--- src/rtl/mux_logic_unit.sv ---
// Mux-only logic unit with a STAGES-deep result pipeline and an LFSR/MISR self-test controller.
// Every result bit is built from 2:1 selects; the controller reuses the same datapath for test vectors.
module mux_logic_unit #(
   parameter int WIDTH    = 8,
   parameter int STAGES   = 2,
   parameter int TEST_LEN = 16
) (
   input  logic             clk,
   input  logic             rst,
   input  logic [2:0]       op,
   input  logic [WIDTH-1:0] a,
   input  logic [WIDTH-1:0] b,
   input  logic             in_valid,
   input  logic             self_test,
   output logic [WIDTH-1:0] out,
   output logic             out_valid,
   output logic             busy,
   output logic             test_done,
   output logic [WIDTH-1:0] signature
);

   // state | meaning
   // IDLE  | external operands accepted, waiting for self_test
   // RUN   | one LFSR vector issued per cycle, TEST_LEN vectors
   // DRAIN | pipeline flushing for STAGES cycles, MISR still folding
   // DONE  | single-cycle test_done pulse, then back to IDLE

   localparam int          CW   = $clog2(TEST_LEN);
   localparam logic [15:0] SEED = 16'hACE1;

   typedef enum logic [1:0] {IDLE, RUN, DRAIN, DONE} state_t;

   state_t           state, state_nxt;
   logic [15:0]      lfsr;
   logic [CW-1:0]    cnt;
   logic [2:0]       drain_cnt;
   logic [WIDTH-1:0] sig;

   logic             iss_v;
   logic [2:0]       iss_op;
   logic [WIDTH-1:0] iss_a, iss_b, iss_res;

   logic [WIDTH-1:0] pd [STAGES];
   logic [STAGES-1:0] pv;

   logic             run_last;
   logic             lfsr_fb;

   function automatic logic [WIDTH-1:0] mux_eval(input logic [2:0] s,
                                                 input logic [WIDTH-1:0] x,
                                                 input logic [WIDTH-1:0] y);
      logic [WIDTH-1:0] r;
      logic nx, f_and, f_or, f_xor, f_nand, f_nor, f_xnor, lo, hi;
      r = '0;
      for (int i = 0; i < WIDTH; i++) begin
         nx     = x[i] ? 1'b0 : 1'b1;
         f_and  = y[i] ? x[i] : 1'b0;
         f_or   = y[i] ? 1'b1 : x[i];
         f_xor  = y[i] ? nx   : x[i];
         f_nand = y[i] ? nx   : 1'b1;
         f_nor  = y[i] ? 1'b0 : nx;
         f_xnor = y[i] ? x[i] : nx;
         lo     = s[1] ? (s[0] ? f_nand : f_xor) : (s[0] ? f_or   : f_and);
         hi     = s[1] ? (s[0] ? y[i]   : nx)    : (s[0] ? f_xnor : f_nor);
         r[i]   = s[2] ? hi : lo;
      end
      return r;
   endfunction

   assign run_last = (cnt == CW'(TEST_LEN - 1));
   assign lfsr_fb  = lfsr[15] ^ lfsr[13] ^ lfsr[12] ^ lfsr[10];

   always_comb begin
      iss_v  = 1'b0;
      iss_op = op;
      iss_a  = a;
      iss_b  = b;
      case (state)
         IDLE: iss_v = in_valid;
         RUN: begin
            iss_v  = 1'b1;
            iss_op = cnt[2:0];
            iss_a  = lfsr[WIDTH-1:0];
            iss_b  = lfsr[15:16-WIDTH];
         end
         default: iss_v = 1'b0;
      endcase
   end

   assign iss_res = mux_eval(iss_op, iss_a, iss_b);

   always_comb begin
      state_nxt = state;
      case (state)
         IDLE:    if (self_test) state_nxt = RUN;
         RUN:     if (run_last) state_nxt = DRAIN;
         DRAIN:   if (drain_cnt == 3'd0) state_nxt = DONE;
         DONE:    state_nxt = IDLE;
         default: state_nxt = IDLE;
      endcase
   end

   always_ff @(posedge clk or posedge rst) begin
      if (rst) begin
         state     <= IDLE;
         lfsr      <= SEED;
         cnt       <= '0;
         drain_cnt <= 3'd0;
         sig       <= '0;
      end else begin
         state <= state_nxt;
         case (state)
            IDLE: begin
               if (self_test) begin
                  lfsr <= SEED;
                  cnt  <= '0;
                  sig  <= '0;
               end
            end
            RUN: begin
               lfsr <= {lfsr[14:0], lfsr_fb};
               cnt  <= cnt + CW'(1);
               if (run_last) drain_cnt <= 3'(STAGES - 1);
            end
            DRAIN: drain_cnt <= drain_cnt - 3'd1;
            default: ;
         endcase
         // MISR folds whatever the pipeline presents while the test owns it
         if ((state == RUN || state == DRAIN) && out_valid)
            sig <= {sig[WIDTH-2:0], sig[WIDTH-1]} ^ out;
      end
   end

   always_ff @(posedge clk or posedge rst) begin
      if (rst) begin
         pv <= '0;
         for (int s = 0; s < STAGES; s++) pd[s] <= '0;
      end else begin
         pv[0] <= iss_v;
         if (iss_v) pd[0] <= iss_res;
         // data registers only load behind a valid so out holds across gaps
         for (int s = 1; s < STAGES; s++) begin
            pv[s] <= pv[s-1];
            if (pv[s-1]) pd[s] <= pd[s-1];
         end
      end
   end

   assign out       = pd[STAGES-1];
   assign out_valid = pv[STAGES-1];
   assign busy      = (state == RUN) || (state == DRAIN);
   assign test_done = (state == DONE);
   assign signature = sig;

endmodule
--- config.mk ---
export PLATFORM = sky130hd
export DESIGN_NAME = mux_logic_unit
export DESIGN_NICKNAME = d
export VERILOG_FILES = /design/src/rtl/mux_logic_unit.sv
export SDC_FILE = /design/constraint.sdc
export NUM_CORES = 1
export LEC_CHECK = 0
export CAP_MARGIN = 20
export CORE_ASPECT_RATIO = 2
export CORE_MARGIN = 2
export CORE_UTILIZATION = 27
export CTS_BUF_LIST = sky130_fd_sc_hd__clkbuf_8
export CTS_CLUSTER_SIZE = 30
export DETAILED_ROUTE_END_ITERATION = 6
export GPL_ROUTABILITY_DRIVEN = 0
export PLACE_DENSITY_LB_ADDON = 0.3
export SYNTH_ARGS = -nofsm -noshare
export SYNTH_HDL_FRONTEND = slang
export SYNTH_SLANG_ARGS = --single-unit
--- constraint.sdc ---
create_clock -name clk -period 2.5 [get_ports clk]
set_input_delay 0.375 -clock clk [delete_from_list [all_inputs] [get_ports clk]]
set_output_delay 0.375 -clock clk [all_outputs]
set_load 0.02 [all_outputs]
* After elaboration in Yosys (flattened, before gate mapping) *
Cells that the tools add are included.

word-level totals
  bits in registers = 51
  bits of input ports = 23

operators by class
  $add $sub $neg = 2
  equality and inequality tests = 7
  muxes and demuxes = 129
  bitwise operators = 4
  reduce and logical (&&, ||, !) cells = 12

operators with widths
  operator             number
  $mux 1               112
  $mux 8               5
  $pmux 16 s2          1
  $mux 16              1
  $pmux 2 s4           1
  $pmux 4 s2           1
  $reduce_bool 2->1    4
  $xor 8x8->8          1
  $mux 2               3
  $mux 3               2
  $ne 2x2->1 const B   3
  $pmux 3 s2           1
  $reduce_and 2->1     3
  $add 4x1->4 const B  1
  $eq 2x2->1 const B   2
  $eq 4x4->1 const B   1
  $mux 4               1
  $logic_not 3->1      1
  $reduce_and 3->1     1
  $sub 3x1->3 const B  1
  $xor 1x1->1          3
  $eq 2x1->1 const B   1
  $logic_not 2->1      1
  $pmux 1 s2           1
  2 further kinds      2

* Logic depth before layout (Yosys ltp) *
  depth after elaboration = 7
  gate-level depth with buffers = 12
  depth with buffers taken out = 8

* Worst setup path before layout *
No wires, ideal clock.

  path kind = register to register
  start = reg state[1]
  end = reg pd[14] (netlist name)
  data arrival time = 2.591 ns
  data required time = 2.401 ns
  slack = -0.191 ns
  stages on the path, launching flop included = 13
  path buffers = 4
  clock period less this slack = 2.691 ns
  cells stage by stage = dfrtp_1 > inv_1 > ha_1 > buf_6 > buf_4 > buf_2 > buf_2 > mux2_2 > ha_1 > nor2_1 > a21oi_1 > a211o_1 > a311oi_1

between the ends
  longest elaborated chain between the ends = 7

ends and longest elaborated chain
  what                                           line    source
  start: declaration                             33      state_t state, state_nxt;
  start signal: assignment                       111     state <= state_nxt;
  $eq 2x1->1                                     78      case (state)
  $mux 8                                         78
  $mux 1                                         56      nx = x[i] ? 1'b0 : 1'b1;
  $mux 1, on equally long branches               --
  $mux 1, on equally long branches (2 in a row)  63, 64
  $mux 1                                         65      r[i] = s[2] ? hi : lo;
  end signal: indexed assignment                 144     if (pv[s-1]) pd[s] <= pd[s-1];
  end: declaration                               43      logic [WIDTH-1:0] pd [STAGES];

Several ways; a longest one is shown, not always the timed one.
A chain may end at the register's enable or synchronous reset.

* Worst setup path after layout *
Same ends and word-level chain as after synthesis.

==> results by group <==
Drt
  • Vias: between 2000 and 3000
  • First DRT Iteration DRCs: between 100 and 150
  • DR WL/cell: 17.0 um
  • Drt via density: 5.22
  • DRC: 0
  • Initial DRT Pass Iterations: 4
  • Final wirelength: just over 9000 um
  • Antenna viol nets, final: 0

Cells and area
  • Share of cells above drive strength 1: 20.2%
  • Area delta synth->final: 20.0%
  • Register Area: 0.00129 mm^2
  • Ant. Diodes: 0
  • Fin util: approximately a third
  • Nets: 432
  • Post-Layout Inst Area: 0.00421 mm^2
  • Most frequent cells in the layout: 43 x dfrtp_1, 41 x clkdlybuf4s50_1, 40 x mux2_2
  • Final Instance Count excl. Fillers: 537
  • Commonest non-fill, non-tap cell in the layout: dfrtp_1
  • Area of the multi-input gates: 0.00203 mm^2
  • FILL cells: 1336

Synthesis
  • Synth Area in Compound Gates: a little under a fifth
  • Post-synthesis mux area share: 15.4%
  • Synthesized flop and latch total: between 50 and 60
  • Register area share after synthesis: 36.7%
  • Adder-Cell Fraction of Synth Area: under 10%
  • Post-synthesis cell count: 350
  • Top cells by area, synth: dfrtp_1 31%, mux2_2 13%, ha_1 8.2%, a211oi_1 6.9%, dfstp_2 6.0%
  • Area leader, netlist: dfrtp_1
  • Ys flop type: dfrtp_1
  • Synth top area share: 30.7%
  • Syn avg cell area: 10.0 um^2
  • XOR/XNOR Fraction of Synth Area: about 2.7%
  • Yosys cell types: 41
  • Combinational family with the most area after synthesis: compound AO/OA/AOI/OAI gates
  • Syn Std Cell Area: 0.00350 mm^2
  • Mapped Nets: a little under 400
  • Syn. warnings: 0
  • Simple-gate share of the synthesized area: 12.2%
  • Async S/R FF share, synth: 100%
  • Post-synth EDFFs: 0

Critical path
  • WP data arrival: 2.61 ns
  • Reg2reg setup slack: ~0.11 ns
  • Crit Path Max Fanout: 26
  • Crit path kind: flip-flop to flip-flop
  • Crit path capture type: flip-flop
  • Required time worst endpoint: between 2 and 3 ns
  • Critical Path Start Type: flip-flop

Placed design
  • Area post-placement: 0.00410 mm^2
  • Pre-CTS setup slack: 0.0453 ns
  • PortBufs: 41
  • Placed Instances: 529
  • Final HPWL DP: 7250 um

Global route
  • Total GRT Usage: 13.8%
  • Vias in the first global route: 2960
  • First-pass GRT wire length: between 15000 and 20000 um
  • GR Overflow Total: 0
  • Largest net degree at the start of global routing: 33
  • Antenna violations before repair: 0

STA
  • Maximum clock rate: 418 MHz
  • RSZ-0062 raised after global routing: false
  • Final setup vio count: 0
  • Fin. max-slew vios: 0
  • Actual slew at the worst max-slew pin: 0.532 ns
  • Final Hold Viols: 0
  • TNS Setup: 0 ns
  • Final hold slack: 0.392 ns
  • Period minus WS final: 2.39 ns
  • Fin Clk Skew: 0.00763 ns
  • Rel. slew slack: 64.5%
  • Final period utilization: a little over nine tenths
  • Final setup margin: 0.110 ns

Run status
  • Status: completed

Die
  • Starting Density: around 28%
  • Die area: 0.0140 mm^2
  • DIE HEIGHT: 165 um
  • Rows: 58
  • Die W: 84.6 um
  • IO Pins: 42
  • Core ar.: 0.0126 mm^2

Clock tree
  • PostCTS Resize Cnt: 0
  • Worst-path clk slew: around 0.1 ns
  • CTS Sinks: between 50 and 60
  • Clk_lat worst skew: around 0.32 ns
  • Clk root buf: clkbuf_8
  • Cts hold-fix bufs: 0
  • CTS Buf Count: 5
  • Clock buffer depth: 2
  • Postcts setup bufs: 0
  • TritonCTS clock tree: done
  • CTS H-tree depth: 2

Power and ir drop
  • Leak: 1.67 nW
  • Max VDD drop: 518 uV
  • Pwr dens: ~1300 mW/mm^2
  • Overall Power: 5.58 mW

Hold path
  • Hold crit path type: input port to asynchronous set/reset pin

Flow run
  • Max-cap violation count: 0
-- critical path, stage by stage (launching register included) --
cell      delay (ns)
dfrtp_1         0.43
inv_2           0.09
ha_4            0.17
buf_12          0.18
mux2_2          0.38
ha_1            0.31
nor2_1          0.11
a21oi_1         0.06
a211o_1         0.31
a311oi_1        0.25
-- cell type report --
| cell class | count | share of cell area [%] |
|---|---|---|
| Multi-Input combinational cell | 262 | 48.3 |
| Tap cell | 150 | 4.46 |
| Clock buffer | 5 | 1.64 |
| Timing Repair Buffer | 55 | 13.4 |
| Sequential cell | 51 | 30.6 |
| Clock inverter | 3 | 0.625 |
| Inverter | 11 | 0.982 |
-- path summary, 6_finish.rpt --
check	cells past startpoint	to	startpoint
worst min register to register	1	drain_cnt[0]$_DFFE_PP0P_	drain_cnt[0]$_DFFE_PP0P_
max in group asynchronous	3	pd[14]$_DFFE_PP0P_	rst
min in group clk	1	drain_cnt[0]$_DFFE_PP0P_	drain_cnt[0]$_DFFE_PP0P_
worst max-delay path	9	pd[14]$_DFFE_PP0P_	state[1]$_DFFE_PP0P_
worst max register to register	9	pd[14]$_DFFE_PP0P_	state[1]$_DFFE_PP0P_
worst min-delay path	2	cnt[1]$_DFFE_PP0P_	rst
-- layer usage --
layer  part of all wire (%)  vias up  GRT usage, %
met5                      0        -             0
met4                    3.3        0          6.49
met3                    2.7       17          1.94
met2                     58       50          27.5
met1                     36     1377          13.7
li1                       -     1357             -
-- power breakdown --
part           switching (mW)  internal, mW  leakage (nW)
logic                    1.70          1.68          1.01
registers               0.426          1.25         0.610
clock network           0.309         0.207        0.0491
-- registers in the layout (all words and copies together) (netlist names) --
signal     cells
cnt            4
drain_cnt      3
lfsr          16
out            8
pd             8
pv             2
signature      8
state          2
-- cell usage after synthesis (3+ instances only) --
cell type  instances
dfrtp_1           43
mux2_2            40
a211oi_1          32
nor2_1            25
ha_1              23
o21ai_0           23
nor2b_1           21
nor3_1            18
nand2_1           17
a22o_1            10
inv_1             10
buf_4              9
xnor2_1            9
dfstp_2            8
clkbuf_1           7
buf_2              6
o22a_1             6
o32ai_1            5
a21oi_1            3
buf_6              3
mux2_4             3
mux2i_1            3
-- cell families (layout without fill, tap and decap cells) --
group                    Yosys count  in the layout
AO/OA/AOI/OAI                     92             92
AND/OR/NAND/NOR                   89             89
flip-flops                        51             51
multiplexers                      47             47
buffers and inverters             37             74
adder cells (fa/ha/maj)           23             23
XOR/XNOR                          11             11
Note: power is estimated with default switching activity, not from simulation.
